--- config.mk ---
export PLATFORM = sky130hd
export DESIGN_NAME = shift_add_multiplier_flat
export DESIGN_NICKNAME = d
export VERILOG_FILES = /design/src/rtl/shift_add_multiplier_if.sv /design/src/rtl/shift_add_multiplier.sv /design/src/flat_wrapper.sv
export SDC_FILE = /design/constraint.sdc
export NUM_CORES = 1
export LEC_CHECK = 0
export CAP_MARGIN = 20
export CORE_MARGIN = 2
export CORE_UTILIZATION = 58
export CTS_BUF_LIST = sky130_fd_sc_hd__clkbuf_16
export DETAILED_ROUTE_END_ITERATION = 6
export HOLD_SLACK_MARGIN = 0.08
export PLACE_DENSITY = 0.94
export REMOVE_ABC_BUFFERS = 1
export SLEW_MARGIN = 25
export SYNTH_ARGS = -nofsm -noshare
export SYNTH_HDL_FRONTEND = slang
export SYNTH_HIERARCHICAL = 1
export SYNTH_SLANG_ARGS = --single-unit
--- constraint.sdc ---
create_clock -name clk -period 6.71 [get_ports clk]
set_input_delay 1.342 -clock clk [delete_from_list [all_inputs] [get_ports clk]]
set_output_delay 1.342 -clock clk [all_outputs]
set_load 0.05 [all_outputs]
--- src/rtl/shift_add_multiplier_if.sv ---
// Operand/result handshake bundle between the issue stage and the multiplier.
interface shift_add_multiplier_if #(
    parameter int unsigned WIDTH = 32
);
    logic                 start_valid;
    logic                 start_ready;
    logic [WIDTH-1:0]     a;
    logic [WIDTH-1:0]     b;
    logic                 result_valid;
    logic                 result_ready;
    logic [2*WIDTH-1:0]   product;
    logic                 busy;

    // Issue side: drives operands and consumes the product.
    modport master (
        output start_valid, a, b, result_ready,
        input  start_ready, result_valid, product, busy
    );

    // Multiplier side.
    modport slave (
        input  start_valid, a, b, result_ready,
        output start_ready, result_valid, product, busy
    );
endinterface

--- src/rtl/shift_add_multiplier.sv ---
// Radix-2 shift-and-add 32x32 unsigned multiplier with valid/ready handshakes,
// plus the 32-bit carry-lookahead adder it uses for the partial-product add.

// Carry-lookahead adder: 4-bit lookahead groups chained group to group.
module cla_adder #(
    parameter int unsigned WIDTH = 32
) (
    input  logic [WIDTH-1:0] a,
    input  logic [WIDTH-1:0] b,
    input  logic             cin,
    output logic [WIDTH-1:0] s,
    output logic             cout
);
    localparam int unsigned NGRP = WIDTH / 4;

    logic [WIDTH-1:0] g;
    logic [WIDTH-1:0] p;
    logic [WIDTH:0]   c;

    assign g = a & b;
    assign p = a ^ b;

    // Per-group lookahead carries; the group carry-out feeds the next group.
    always_comb begin
        logic cg;
        cg = cin;
        c  = '0;
        for (int k = 0; k < int'(NGRP); k++) begin
            c[4*k]   = cg;
            c[4*k+1] = g[4*k] | (p[4*k] & cg);
            c[4*k+2] = g[4*k+1] | (p[4*k+1] & g[4*k]) | (p[4*k+1] & p[4*k] & cg);
            c[4*k+3] = g[4*k+2] | (p[4*k+2] & g[4*k+1]) | (p[4*k+2] & p[4*k+1] & g[4*k])
                     | (p[4*k+2] & p[4*k+1] & p[4*k] & cg);
            cg       = g[4*k+3] | (p[4*k+3] & g[4*k+2]) | (p[4*k+3] & p[4*k+2] & g[4*k+1])
                     | (p[4*k+3] & p[4*k+2] & p[4*k+1] & g[4*k])
                     | (p[4*k+3] & p[4*k+2] & p[4*k+1] & p[4*k] & cg);
        end
        c[WIDTH] = cg;
    end

    assign s    = p ^ c[WIDTH-1:0];
    assign cout = c[WIDTH];
endmodule

module shift_add_multiplier #(
    parameter int unsigned WIDTH = 32
) (
    input  logic                  clk,
    input  logic                  rst_n,
    shift_add_multiplier_if.slave bus
);
    localparam int unsigned PW    = 2 * WIDTH;
    localparam int unsigned CNT_W = 6;

    typedef enum logic [1:0] {
        IDLE = 2'd0,
        RUN  = 2'd1,
        DONE = 2'd2
    } state_e;

    state_e             state_q;
    logic [WIDTH-1:0]   m_q;
    logic [PW-1:0]      p_q;
    logic [PW-1:0]      p_d;
    logic [CNT_W-1:0]   cnt_q;
    logic [PW-1:0]      product_q;
    logic               start_ready_q;
    logic               result_valid_q;
    logic               busy_q;

    logic [WIDTH-1:0]   sum;
    logic               cout;

    // Partial-product add: upper accumulator half plus multiplicand.
    cla_adder #(.WIDTH(WIDTH)) u_cla (
        .a    (p_q[PW-1:WIDTH]),
        .b    (m_q),
        .cin  (1'b0),
        .s    (sum),
        .cout (cout)
    );

    // One shift-and-add step; the carry lands in the top bit so nothing is lost.
    always_comb begin
        p_d = {1'b0, p_q[PW-1:WIDTH], p_q[WIDTH-1:1]};
        if (p_q[0]) begin
            p_d = {cout, sum, p_q[WIDTH-1:1]};
        end
    end

    // Control FSM, datapath registers and registered handshake outputs.
    always_ff @(posedge clk or negedge rst_n) begin
        if (!rst_n) begin
            state_q        <= IDLE;
            m_q            <= '0;
            p_q            <= '0;
            cnt_q          <= '0;
            product_q      <= '0;
            start_ready_q  <= 1'b0;
            result_valid_q <= 1'b0;
            busy_q         <= 1'b0;
        end else begin
            case (state_q)
                IDLE: begin
                    start_ready_q <= 1'b1;
                    if (bus.start_valid && start_ready_q) begin
                        m_q           <= bus.a;
                        p_q           <= {WIDTH'(0), bus.b};
                        cnt_q         <= '0;
                        start_ready_q <= 1'b0;
                        busy_q        <= 1'b1;
                        state_q       <= RUN;
                    end
                end
                RUN: begin
                    p_q   <= p_d;
                    cnt_q <= cnt_q + CNT_W'(1);
                    if (cnt_q == CNT_W'(WIDTH - 1)) begin
                        product_q      <= p_d;
                        result_valid_q <= 1'b1;
                        state_q        <= DONE;
                    end
                end
                DONE: begin
                    if (bus.result_ready) begin
                        result_valid_q <= 1'b0;
                        start_ready_q  <= 1'b1;
                        busy_q         <= 1'b0;
                        state_q        <= IDLE;
                    end
                end
                default: begin
                    state_q <= IDLE;
                end
            endcase
        end
    end

    assign bus.start_ready  = start_ready_q;
    assign bus.result_valid = result_valid_q;
    assign bus.product      = product_q;
    assign bus.busy         = busy_q;
endmodule
--- src/flat_wrapper.sv ---
// flat-port wrapper written by rule: the top's interface ports become plain ports
module shift_add_multiplier_flat 
#(
    parameter int unsigned WIDTH = 32
)
  (clk, rst_n, bus_start_valid, bus_a, bus_b, bus_result_ready, bus_start_ready, bus_result_valid, bus_product, bus_busy);
  shift_add_multiplier_if #(.WIDTH(WIDTH)) bus_i ();
  input  logic clk;
  input  logic rst_n;
  input wire logic [$bits(bus_i.start_valid)-1:0] bus_start_valid;
  input wire logic [$bits(bus_i.a)-1:0] bus_a;
  input wire logic [$bits(bus_i.b)-1:0] bus_b;
  input wire logic [$bits(bus_i.result_ready)-1:0] bus_result_ready;
  output wire logic [$bits(bus_i.start_ready)-1:0] bus_start_ready;
  output wire logic [$bits(bus_i.result_valid)-1:0] bus_result_valid;
  output wire logic [$bits(bus_i.product)-1:0] bus_product;
  output wire logic [$bits(bus_i.busy)-1:0] bus_busy;
  assign bus_i.start_valid = bus_start_valid;
  assign bus_i.a = bus_a;
  assign bus_i.b = bus_b;
  assign bus_i.result_ready = bus_result_ready;
  assign bus_start_ready = bus_i.start_ready;
  assign bus_result_valid = bus_i.result_valid;
  assign bus_product = bus_i.product;
  assign bus_busy = bus_i.busy;
  shift_add_multiplier #(.WIDTH(WIDTH)) u_core (.clk(clk), .rst_n(rst_n), .bus(bus_i));
endmodule
* Word level (Yosys, flattened, before mapping)
Index checks and enable logic that the tools add are counted.
Storage, ports and cells: bits in registers 171, output and inout port bits 67, input port bits 68, logic and storage cells 244
Cells by class: equal/unequal tests 6, add/subtract/negate cells 1, reduce and logical (&&, ||, !) cells 12, multiplexer cells 17, bitwise gates (word level) 200
Operators with widths (number):
- $mux W64 | 2
- $pmux W64 S2 | 1
- $and A1 B1 Y1 | 121
- $or A1 B1 Y1 | 76
- $xor A32 B32 Y32 | 2
- $and A32 B32 Y32 | 1
- $pmux W6 S2 | 1
- $reduce_and A3 Y1 | 3
- $reduce_and A2 Y1 | 4
- $add A6 B1 Y6 const B | 1
- $eq A6 B5 Y1 const B | 1
- $mux W2 | 3
- $mux W6 | 1
- $pmux W1 S2 | 3
- $pmux W2 S3 | 1
- $reduce_bool A2 Y1 | 3
- $mux W1 | 5
- $ne A2 B1 Y1 const B | 2
- $eq A2 B1 Y1 const B | 1
- $eq A2 B2 Y1 const B | 1
- $logic_not A2 Y1 | 1
- $ne A2 B2 Y1 const B | 1
- $logic_and A1 B1 Y1 | 1

* Logic depth before layout (Yosys ltp)
Gate-level depths: netlist of run 1.
word-level depth 22, mapped depth 13, depth with buffers taken out 13

* Hierarchy
Netlist of run 1, hierarchy kept.
Modules (own cells, without submodules):
- shift_add_multiplier | area an instance 7091.8 um^2, instances 1, cells an instance 646, sequential area each 4279.1 um^2
- cla_adder | area an instance 1333.8 um^2, instances 1, cells an instance 160, sequential area each 0.0 um^2

* Worst setup path before layout of run 1
No wires, ideal clock.
kind register to register, start register u_core.p_q[49], end register u_core.product_q[60], in the netlist u_core/bus.product[60], period minus slack after synthesis 3.020 ns, data required time 6.585 ns, setup slack 3.690 ns, arrival time 2.895 ns, cell stages (with the launch flop) 13, cell sequence dfrtp_1 > ha_1 > a21oi_2 > o21ai_1 > a2111o_1 > a211oi_2 > o21ai_1 > nand2b_1 > nand2_1 > fa_1 > xor2_1 > mux2_2 > mux2_2
Between the ends: longest elaborated chain between the ends 13
Ends and longest elaborated chain:
- start, declared | RTL line shift_add_multiplier.sv:63 | logic [PW-1:0] p_q;
- start signal, assigned | RTL line shift_add_multiplier.sv:108 | p_q <= {WIDTH'(0), bus.b};
- start signal, assigned | RTL line shift_add_multiplier.sv:116 | p_q <= p_d;
- $and A32 B32 Y32 or $xor A32 B32 Y32 (tied branches) | RTL line shift_add_multiplier.sv:20, shift_add_multiplier.sv:21
- $and A1 B1 Y1 (on tied branches) | RTL line shift_add_multiplier.sv:34, shift_add_multiplier.sv:35, shift_add_multiplier.sv:36
- $or A1 B1 Y1, or another cell as far along | RTL line shift_add_multiplier.sv:34 | cg = g[4*k+3] | (p[4*k+3] & g[4*k+2]) | (p[4*k+3] & p[4*k+2] & g[4*k+1])
- $or A1 B1 Y1 or $and A1 B1 Y1 (tied branches) | RTL line shift_add_multiplier.sv:35, shift_add_multiplier.sv:36
- $or A1 B1 Y1 (*) | RTL line shift_add_multiplier.sv:36 | | (p[4*k+3] & p[4*k+2] & p[4*k+1] & p[4*k] & cg);
- $and A1 B1 Y1 (*) | RTL line shift_add_multiplier.sv:36
- $or A1 B1 Y1 (*) | RTL line shift_add_multiplier.sv:36
- $and A1 B1 Y1 (*) | RTL line shift_add_multiplier.sv:36
- $or A1 B1 Y1 (*) | RTL line shift_add_multiplier.sv:36
- $and A1 B1 Y1 (*) | RTL line shift_add_multiplier.sv:30 | c[4*k+1] = g[4*k] | (p[4*k] & cg);
- $or A1 B1 Y1 (*) | RTL line shift_add_multiplier.sv:30
- $xor A32 B32 Y32 (*) | RTL line shift_add_multiplier.sv:41 | assign s = p ^ c[WIDTH-1:0];
- via u_core.sum[29] | RTL line shift_add_multiplier.sv:71 | logic [WIDTH-1:0] sum;
- $mux W64 (*) | RTL line shift_add_multiplier.sv:86 | if (p_q[0]) begin
- end signal, assigned | RTL line shift_add_multiplier.sv:119 | product_q <= p_d;
- end, declared | RTL line shift_add_multiplier.sv:66 | logic [PW-1:0] product_q;
The timed path passes the listed nets; every way through them passes the cells marked *. A chain may end at the register's enable or synchronous reset.

* Final worst setup path of run 1
start register u_core.p_q[45], end register u_core.product_q[60], in the netlist u_core/bus.product[60]
Between the ends: longest elaborated chain between the ends 15
Ends and longest elaborated chain (RTL line):
- $and A32 B32 Y32 or $xor A32 B32 Y32 (tied branches) | shift_add_multiplier.sv:20, shift_add_multiplier.sv:21
- $and A1 B1 Y1 (on tied branches) | shift_add_multiplier.sv:34, shift_add_multiplier.sv:35, shift_add_multiplier.sv:36
- $or A1 B1 Y1, or another cell as far along | shift_add_multiplier.sv:34
- $or A1 B1 Y1 or $and A1 B1 Y1 (tied branches) | shift_add_multiplier.sv:35, shift_add_multiplier.sv:36
- $or A1 B1 Y1 (*) | shift_add_multiplier.sv:36
- $and A1 B1 Y1 (*) | shift_add_multiplier.sv:36
- $or A1 B1 Y1 (*) | shift_add_multiplier.sv:36
- $and A1 B1 Y1 (*) | shift_add_multiplier.sv:36
- $or A1 B1 Y1 (*) | shift_add_multiplier.sv:36
- $and A1 B1 Y1 (*) | shift_add_multiplier.sv:36
- $or A1 B1 Y1 (*) | shift_add_multiplier.sv:36
- $and A1 B1 Y1 (*) | shift_add_multiplier.sv:30
- $or A1 B1 Y1 (*) | shift_add_multiplier.sv:30
- $xor A32 B32 Y32 (*) | shift_add_multiplier.sv:41
- via u_core.sum[29] | shift_add_multiplier.sv:71
- $mux W64 (*) | shift_add_multiplier.sv:86
Marked as above.

==> results of run 1 <==
## how the worst max path moves through the flow
stage                    start                     end  slack [ns]
6_report        u_core/p_q[45]  u_core/bus.product[60]        3.20
5_1_grt         u_core/p_q[45]  u_core/bus.product[60]        3.10
2_1_floorplan  bus_start_valid          u_core/p_q[31]       -0.24
3_3_place_gp   bus_start_valid         u_core/cnt_q[5]        3.27
3_5_place_dp   bus_start_valid          u_core/p_q[17]        3.28
4_1_cts         u_core/p_q[45]  u_core/bus.product[60]        3.22
## kinds of logic (layout without fill, tap and decap cells)
kind of cell,count (synthesis),in the layout
AND/OR/NAND/NOR,264,264
AO/OA/AOI/OAI,173,173
flip-flops,171,171
multiplexers,72,72
buffers and inverters,60,180
adder cells (fa/ha/maj),41,41
XOR/XNOR,24,24
other,1,3
## cells in the final DEF, fill, tap and decap left out, types with 3 or more instances in the layout
| master | instances |
|---|---|
| a211oi_2 | 3 |
| a21o_1 | 10 |
| a21oi_1 | 20 |
| buf_4 | 6 |
| bufinv_16 | 3 |
| clkbuf_16 | 17 |
| clkdlybuf4s50_1 | 133 |
| clkinv_1 | 3 |
| clkinv_4 | 3 |
| conb_1 | 3 |
| dfrtp_1 | 170 |
| fa_1 | 8 |
| ha_1 | 33 |
| inv_1 | 9 |
| mux2_2 | 34 |
| mux2_4 | 14 |
| mux2i_1 | 24 |
| nand2_1 | 130 |
| nand2b_1 | 3 |
| nand3_1 | 37 |
| nor2_1 | 42 |
| nor2b_1 | 3 |
| nor3_1 | 32 |
| o21ai_0 | 56 |
| o21ai_1 | 6 |
| o21bai_1 | 3 |
| o22ai_1 | 31 |
| o31ai_1 | 25 |
| xnor2_1 | 12 |
| xor2_1 | 12 |
## worst register-to-register path, cell delays in order (launching register included)
cell      delay (ns)
dfrtp_1         0.41
ha_1            0.37
a21oi_1         0.32
nor2_1          0.10
a2111o_1        0.36
a211oi_2        0.32
o21ai_1         0.24
nand2b_1        0.12
nand2_1         0.06
fa_1            0.38
xor2_1          0.17
mux2_2          0.28
mux2_2          0.26
## flip-flops by register name, summed over array words and instances (netlist names)
signal / flops
u_core/bus.busy: 1
u_core/bus.product: 64
u_core/state_q: 2
u_core/bus.result_valid: 1
u_core/bus.start_ready: 1
u_core/m_q: 32
u_core/p_q: 64
u_core/cnt_q: 6
## layout make-up
cell class / instances / area, um^2 / area share
multi-input cells: 577 / 3938 / 0.3767
repair buffers: 140 / 1390 / 0.1330
well taps: 184 / 230.2 / 0.02202
clock buffers: 17 / 425.4 / 0.04069
clock inverters: 14 / 156.4 / 0.01496
flip-flops and latches: 171 / 4280 / 0.4095
inverters: 9 / 33.78 / 0.003232
## metrics by stage
step / util / cell area [um^2]
4_1_cts: 0.7274 / 10450
3_5_place_dp: 0.6869 / 9869
2_1_floorplan: - / 8204
5_1_grt: 0.7275 / 10450
3_3_place_gp: 0.6869 / 9869
6_report: 0.7275 / 10450
## per-layer routing
metal	vias to the layer above	share of wire	track usage
met1	3300	0.42	0.3349
met3	28	0.056	0.05842
met5	-	0	0
li1	3069	-	-
met4	0	0.014	0.09187
met2	200	0.51	0.4455
## power groups by stage
stage | Sequential (mW) | Combinational [mW] | Clock [mW]
6_report | 1.90 | 3.15 | 0.977
5_1_grt | 1.96 | 3.45 | 1.03
4_1_cts | 1.90 | 3.13 | 0.988
3_5_place_dp | 1.91 | 3.10 | 0
3_3_place_gp | 1.88 | 2.96 | 0
2_1_floorplan | 2.27 | 1.83 | 0
==> results.toml, run 1 <==
[power_and_ir_drop]
power_density_nw_per_um2 = 576.3
p_leak_nw = 4.773
power.share.clock = 0.162
power_mw = 6.025
netSwitchingFraction = 0.4426
p_sw_mw = 2.667
p_comb_frac = 0.522
p_int_mw = 3.358
seqPwrFrac = 0.316
ir_drop_v = 0.0002730

[clock_network]
cts_tree = "built"
cts.clk_slew.worst_paths_ns = 0.06
cts_sinks = 171
clk_path_buf_depth = 2
clkLatencyLatePin_ns = 0.43
numCtsBuffers = 17
cts_hold_buf = 0
cts_max_level = 4
ctsResizeCount = 0
postCtsSetupBuffers = 0
root_buffer = "clkbuf_16"

[logic_synthesis]
synth_top_family_by_area = "simple AND/OR/NAND/NOR gates"
synth_flop_cell = "dfrtp_1"
yosys.cell_types.count = 56
synth_top_cell_by_area = "dfrtp_1"
yosys_warnings = 6
synth-simple-area-share = 0.1391
async_reset_ff_frac = 1.000
synth_compound_area_frac = 0.1295
synth_xor_area_frac = 0.02495
post-synth-top-count-cell = "dfrtp_1"
synth_fa_ha_area_frac = 0.06801
yosys.area.top_type_share = 0.5079
synth_common_cells = "dfrtp_1 (171), nand2_1 (130), o21ai_0 (56)"
netlist_top_cells_area = "dfrtp_1 (51%), nand2_1 (5.8%), ha_1 (4.9%)"
syn_inst = 806
syn_area_um2 = 8426
syn_area_per_cell_um2 = 10.45
synth.area.mux_share = 0.09890
synth_edf_count = 0
synth-seq-area-share = 0.5079
ys_ff_latch = 171

[finish]
syn_to_final_growth_pct = 24.07
finalNetCount = 1025
drive_above_1_share = 0.1067
antenna_cells = 0
n_fill_cell = 939
finalNonFillerCells = 1112

[timing]
tightest_slew_ns = 1.027
layout_setup_ws_ns = 3.204
hold_viol_final = 0
period_needed_ns = 3.506
fin_tns_setup_ns = 0
rsz0062_at_grt = "no"
holdWs_ns = 0.4947
fin_worst_skew_ns = 0.01221
setup-violations-final = 0
relSlewSlack = 0.3153
fmax_mhz = 285.3
period_share = 0.5224
drv_slew = 0

[worst_setup_path]
cp-end-kind = "register"
crit_type = "reg -> reg"
r2r-end = "u_core/bus.product[60]"
rr_startpoint = "u_core/p_q[45]"
r2r_slack_ns = 3.20
critical_path_depth = 12
worstPathBufferInverterCount = 0
crit_slowest_cell = "dfrtp_1"
crit_path_frequent_cell = "mux2_2"
crit_family = "compound AO/OA/AOI/OAI gates"
max_stage_delay_ns = 0.41
ff2ff_path_depth = 12
path_cells = "ha_1 > a21oi_1 > nor2_1 > a2111o_1 > a211oi_2 > o21ai_1 > nand2b_1 > nand2_1 > fa_1 > xor2_1 > mux2_2 > mux2_2"
cp.required_ns = 7.02
arrival_ns = 3.82
critPathMaxFanout = 4
start_kind = "register"

[placed_design]
gp_congestion = 0.8308
place_inst = 1081
port_buffers = 134
place_worst_setup_slack_ns = 3.281
hpwlAfterDp_mm = 12.37

[detailed_routing]
firstDrtPassIters = 5
route.antenna.remaining_nets = 0
vias_per_cell = 5.933
vias = 6597
drc = 0
drt_wl_total_mm = 19.89
routedWlPerCell_um = 17.88
drt_iter0_drc = 580

[floorplan]
die_w_um = 124.5
core_area_um2 = 14370
dieArea_um2 = 15510
num_rows = 44
start_util = 0.5864
io_pins = 135
die_y_um = 124.5

[global_routing]
grt_pass1_wl_mm = 33.18
antenna_found_initial = 0
track_usage = 0.2629
grt_pass1_vias = 6793
grt_start_max_net_pins = 113
overflow = 0

[min_path]
hold_path_class = "reg -> reg"
hold_depth = 2
hp-start = "u_core/m_q[11]"
hold_end = "u_core/m_q[11]"

[outcome]
status = "completed"

[flow_run]
maxCapViolCount = 0
Power figures use the tool's default switching activity.
==> inputs of run 2 (changes only) <==
--- a/config.mk
+++ b/config.mk
@@ -7,11 +7,11 @@
 export LEC_CHECK = 0
 export CAP_MARGIN = 20
 export CORE_MARGIN = 2
-export CORE_UTILIZATION = 58
+export CORE_UTILIZATION = 54
 export CTS_BUF_LIST = sky130_fd_sc_hd__clkbuf_16
 export DETAILED_ROUTE_END_ITERATION = 6
 export HOLD_SLACK_MARGIN = 0.08
-export PLACE_DENSITY = 0.94
+export PLACE_DENSITY = 0.89
 export REMOVE_ABC_BUFFERS = 1
 export SLEW_MARGIN = 25
 export SYNTH_ARGS = -nofsm -noshare
==> constraint.sdc (replaced) <==
create_clock -name clk -period 3.7 [get_ports clk]
set_input_delay 0.74 -clock clk [delete_from_list [all_inputs] [get_ports clk]]
set_output_delay 0.74 -clock clk [all_outputs]
set_load 0.05 [all_outputs]
==> run 2 against run 1 <==
Highest routed layer unchanged. First-iteration DRC count down 4.0%. Die area up 7.2%. Sequential share of layout area down 0.38 points. Clock skew down 0.0047 ns. Sequential power up 80%. Clock power up 90%. Hold slack worse by 0.11 ns.
==> results.toml, run 2 (synthesis results as in run 1) <==
[outcome]
status = "completed"

[finish]
drive_above_1_share = 0.1155
layout_commonest_cell = "dfrtp_1"
final_cell_mix = "dfrtp_1 (170), clkdlybuf4s50_1 (133), nand2_1 (130), o21ai_0 (56), nor2_1 (42)"
antenna_cells = 0
finalNetCount = 1033
fin_area_um2 = 10550
n_fill_cell = 1096
finalNonFillerCells = 1123
syn_to_final_growth_pct = 25.23

[floorplan]
die_y_um = 128.9
core_area_um2 = 15200
dieArea_um2 = 16620
die_w_um = 128.9
start_util = 0.5542
num_rows = 45
io_pins = 135

[global_routing]
antenna_found_initial = 0
grt_pass1_vias = 6702
overflow = 0
grt_pass1_wl_mm = 33.55
grt_start_max_net_pins = 94
track_usage = 0.2583

[clock_network]
postCtsSetupBuffers = 0
cts_sinks = 171
cts.clk_slew.worst_paths_ns = 0.06
root_buffer = "clkbuf_16"
clkLatencyLatePin_ns = 0.43
cts_tree = "built"
cts_hold_buf = 0
numCtsBuffers = 17
ctsResizeCount = 0
clk_path_buf_depth = 2
cts_max_level = 4

[worst_setup_path]
rr_startpoint = "u_core/p_q[49]"
start_kind = "register"
arrival_ns = 3.73
cp-end-kind = "register"
ff2ff_path_depth = 12
critPathMaxFanout = 4
r2r_slack_ns = 0.29
crit_type = "reg -> reg"
max_stage_delay_ns = 0.41
r2r-end = "u_core/bus.product[60]"
crit_family = "compound AO/OA/AOI/OAI gates"
path_cells = "ha_1 > a21oi_2 > o21ai_1 > a2111o_1 > a211oi_2 > o21ai_1 > nand2b_1 > nand2_1 > fa_1 > xor2_1 > mux2_2 > mux2_2"
cp.required_ns = 4.02
crit_slowest_cell = "a2111o_1"
worstPathBufferInverterCount = 0

[power_and_ir_drop]
ir_drop_v = 0.0005481
p_leak_nw = 4.830
power_mw = 11.05
power_density_nw_per_um2 = 1047

[detailed_routing]
vias_per_cell = 5.917
drc = 0
routedWlPerCell_um = 18.12
drt_iter0_drc = 557
route.antenna.remaining_nets = 0
drt_wl_total_mm = 20.35
firstDrtPassIters = 7
vias = 6645

[timing]
period_needed_ns = 3.414
setup-violations-final = 0
period_share = 0.9228
fmax_mhz = 292.9
rsz0062_at_grt = "no"
fin_worst_skew_ns = 0.007536
tightest_slew_ns = 0.8687
layout_setup_ws_ns = 0.2855
hold_viol_final = 0
drv_slew = 0
relSlewSlack = 0.4208

[min_path]
hold_path_class = "in -> async"

[placed_design]
gp_congestion = 0.8597
place_inst = 1093
hpwlAfterDp_mm = 13.28
placed_area_um2 = 9947
port_buffers = 134
place_worst_setup_slack_ns = 0.3359

[flow_run]
maxCapViolCount = 0
run 2: cell count changes in the layout (fill, tap and decap cells not counted), sizes merged:
cell | previous run | this run
buf | 6 | 15
inv | 10 | 12
bufinv | 3 | 4
clkbuf | 18 | 17
clkinv | 8 | 4
run 2: per-layer routing:
layer / GRT usage / up-vias / part of all wire
li1: - / 3085 / -
met1: 0.3264 / 3276 / 0.42
met2: 0.4205 / 239 / 0.49
met3: 0.08191 / 45 / 0.067
met4: 0.09463 / 0 / 0.027
met5: 0 / - / 0
run 2: layout make-up:
class	count	area (um^2)	share of cell area
timing repair buffer	148	1460	0.1384
sequential	171	4280	0.4057
multi-input combinational	577	3938	0.3732
clock inverter	13	178.9	0.01696
inverter	9	33.78	0.003202
tap	188	235.2	0.02229
clock buffer	17	425.4	0.04032
run 2: where the power goes:
group | switching (mW) | total, mW | internal [mW]
Clock | 0.739 | 1.86 | 1.12
Combinational | 3.41 | 5.77 | 2.36
Sequential | 0.711 | 3.42 | 2.71
run 2: worst register-to-register path: stages (launching register included):
cell,delay (ns)
dfrtp_1,0.39
ha_1,0.37
a21oi_2,0.18
o21ai_1,0.12
a2111o_1,0.41
a211oi_2,0.36
o21ai_1,0.22
nand2b_1,0.11
nand2_1,0.06
fa_1,0.37
xor2_1,0.16
mux2_2,0.28
mux2_2,0.26
run 2: worst max-delay path by stage:
stage,startpoint,to,depth (start not counted)
floorplan,u_core/bus.start_ready,u_core/p_q[31],3
global placement,u_core/p_q[49],u_core/bus.product[60],12
detailed placement,u_core/p_q[49],u_core/bus.product[60],12
CTS,u_core/p_q[45],u_core/bus.product[60],12
global route,u_core/p_q[45],u_core/bus.product[60],12
finish,u_core/p_q[49],u_core/bus.product[60],12
run 2: through the flow:
step                hold slack [ns]  setup TNS [ns]    util
floorplan                    0.4444         -144.80       -
global placement             0.4632               0  0.6543
detailed placement           0.4708               0  0.6543
CTS                          0.4424               0  0.6941
global route                 0.4673               0  0.6941
finish                       0.3876               0  0.6941
==> inputs of run 3 (changes only) <==
--- a/config.mk
+++ b/config.mk
@@ -7,9 +7,10 @@
 export LEC_CHECK = 0
 export CAP_MARGIN = 20
 export CORE_MARGIN = 2
-export CORE_UTILIZATION = 54
+export CORE_UTILIZATION = 64
 export CTS_BUF_LIST = sky130_fd_sc_hd__clkbuf_16
 export DETAILED_ROUTE_END_ITERATION = 6
+export DONT_BUFFER_PORTS = 1
 export HOLD_SLACK_MARGIN = 0.08
 export PLACE_DENSITY = 0.89
 export REMOVE_ABC_BUFFERS = 1
==> run 3 against run 2 <==
The run now ends with hold timing left. Non-clock buffer count down 141. Count of clock-buffer cells in the layout did not move. Wire length decreased by 6.4%. Via count fell by 7.2%. Critical path depth unchanged. Combinational power fell by 25%. Critical path type unchanged. Critical endpoint unchanged. Largest cell class unchanged.
==> results.toml, run 3 (synthesis results as in run 1) <==
[outcome]
status = "finished with violations"
violations = "hold timing"

[global_routing]
grt_pass1_wl_mm = 31.77
grt_start_max_net_pins = 172
overflow = 0
antenna_found_initial = 0
track_usage = 0.2835
grt_pass1_vias = 6441

[clock_network]
cts.clk_slew.worst_paths_ns = 0.06
postCtsSetupBuffers = 0
cts_tree = "built"
numCtsBuffers = 17
clkLatencyLatePin_ns = 0.43
cts_max_level = 4
root_buffer = "clkbuf_16"
cts_sinks = 171
clk_path_buf_depth = 2
ctsResizeCount = 0

[detailed_routing]
drt_iter0_drc = 547
vias_per_cell = 6.373
route.antenna.remaining_nets = 0
vias = 6169
drc = 0
routedWlPerCell_um = 19.68
firstDrtPassIters = 6
drt_wl_total_mm = 19.05

[power_and_ir_drop]
ir_drop_v = 0.0004789
power_density_nw_per_um2 = 1136
p_leak_nw = 4.242

[floorplan]
io_pins = 135
dieArea_um2 = 14100
die_y_um = 118.7
num_rows = 41
start_util = 0.6623
die_w_um = 118.7
core_area_um2 = 12720

[worst_setup_path]
cp-end-kind = "register"
arrival_ns = 3.71
r2r_slack_ns = 0.30
start_kind = "register"
critPathMaxFanout = 4
crit_type = "reg -> reg"
cp.required_ns = 4.02

[finish]
fin_area_um2 = 9059
antenna_cells = 0
syn_to_final_growth_pct = 7.514
finalNetCount = 892
drive_above_1_share = 0.1256
n_fill_cell = 915
final_cell_mix = "dfrtp_1 (170), nand2_1 (130), o21ai_0 (56), nor2_1 (42), nand3_1 (37)"
layout_commonest_cell = "dfrtp_1"

[timing]
holdWs_ns = -0.0001343
fin_tns_setup_ns = 0
layout_setup_ws_ns = 0.3036
drv_slew = 0
hold_viol_final = 2
fmax_mhz = 294.4
fin_worst_skew_ns = 0.01613
rsz0062_at_grt = "no"
relSlewSlack = 0.3258
tightest_slew_ns = 1.011
period_needed_ns = 3.396
setup-violations-final = 0
period_share = 0.9179

[placed_design]
gp_congestion = 0.8515
hpwlAfterDp_mm = 12.02
placed_area_um2 = 8519
place_worst_setup_slack_ns = 0.3597
port_buffers = 0

[min_path]
hold_path_class = "in -> async"

[flow_run]
maxCapViolCount = 0
[run 3: changes by cell type in the layout (fill, tap and decap cells not counted), sizes merged]
cell           delta
clkinv            +4
bufinv            -3
clkdlybuf4s50   -133
clkinvlp          +1
buf               -8
[run 3: final timing paths]
path | start | to | cells past startpoint
setup / recovery | u_core/p_q[45] | u_core/bus.product[60] | 12
hold / removal | rst_n | u_core/bus.product[1] | 0
setup reg to reg | u_core/p_q[45] | u_core/bus.product[60] | 12
hold reg to reg | u_core/m_q[18] | u_core/m_q[18] | 2
max in group asynchronous | rst_n | u_core/bus.product[29] | 0
min in group clk | bus_a[10] | u_core/m_q[10] | 2
[run 3: area by class of cell]
| cell class | count | area, um^2 | area share |
|---|---|---|---|
| repair buffers | 7 | 56.30 | 0.006215 |
| clock inverters | 15 | 110.1 | 0.01215 |
| multi-input cells | 577 | 3938 | 0.4347 |
| inverters | 9 | 33.78 | 0.003729 |
| well taps | 172 | 215.2 | 0.02376 |
| clock buffers | 17 | 425.4 | 0.04696 |
| flip-flops and latches | 171 | 4280 | 0.4725 |
[run 3: power by group]
part	total, mW	leakage, nW	switching (mW)	internal (mW)
Clock	1.63	0.266	0.715	0.910
Combinational	4.35	1.93	2.44	1.91
Sequential	4.32	2.05	1.63	2.69
Total	10.3	4.24	4.78	5.51
[run 3: routing by layer]
layer	vias to the layer above	wire [um]	global-route usage
li1	2800	-	-
met1	3077	7698	0.3491
met2	248	9397	0.4601
met3	44	1489	0.08929
met4	0	466	0.1243
met5	-	0	0
[run 3: stage by stage]
stage	power (mW)	cells	util	hold WS [ns]
CTS	10.25	968	0.7117	-0.01526
global placement	8.214	936	0.6697	0.4492
global route	11.02	968	0.7120	-0.01835
floorplan	7.441	757	-	0.4444
finish	10.29	968	0.7120	-0.0001343
detailed placement	8.561	936	0.6697	0.4475
[run 3: critical path, cell delays in order, from the launching register on]
cell	delay [ns]
dfrtp_1	0.40
ha_1	0.36
a21oi_1	0.29
nor2_1	0.08
a2111o_1	0.36
a211oi_2	0.32
o21ai_1	0.20
nand2b_1	0.11
nand2_1	0.06
fa_1	0.38
xor2_1	0.17
mux2_2	0.28
mux2_2	0.26
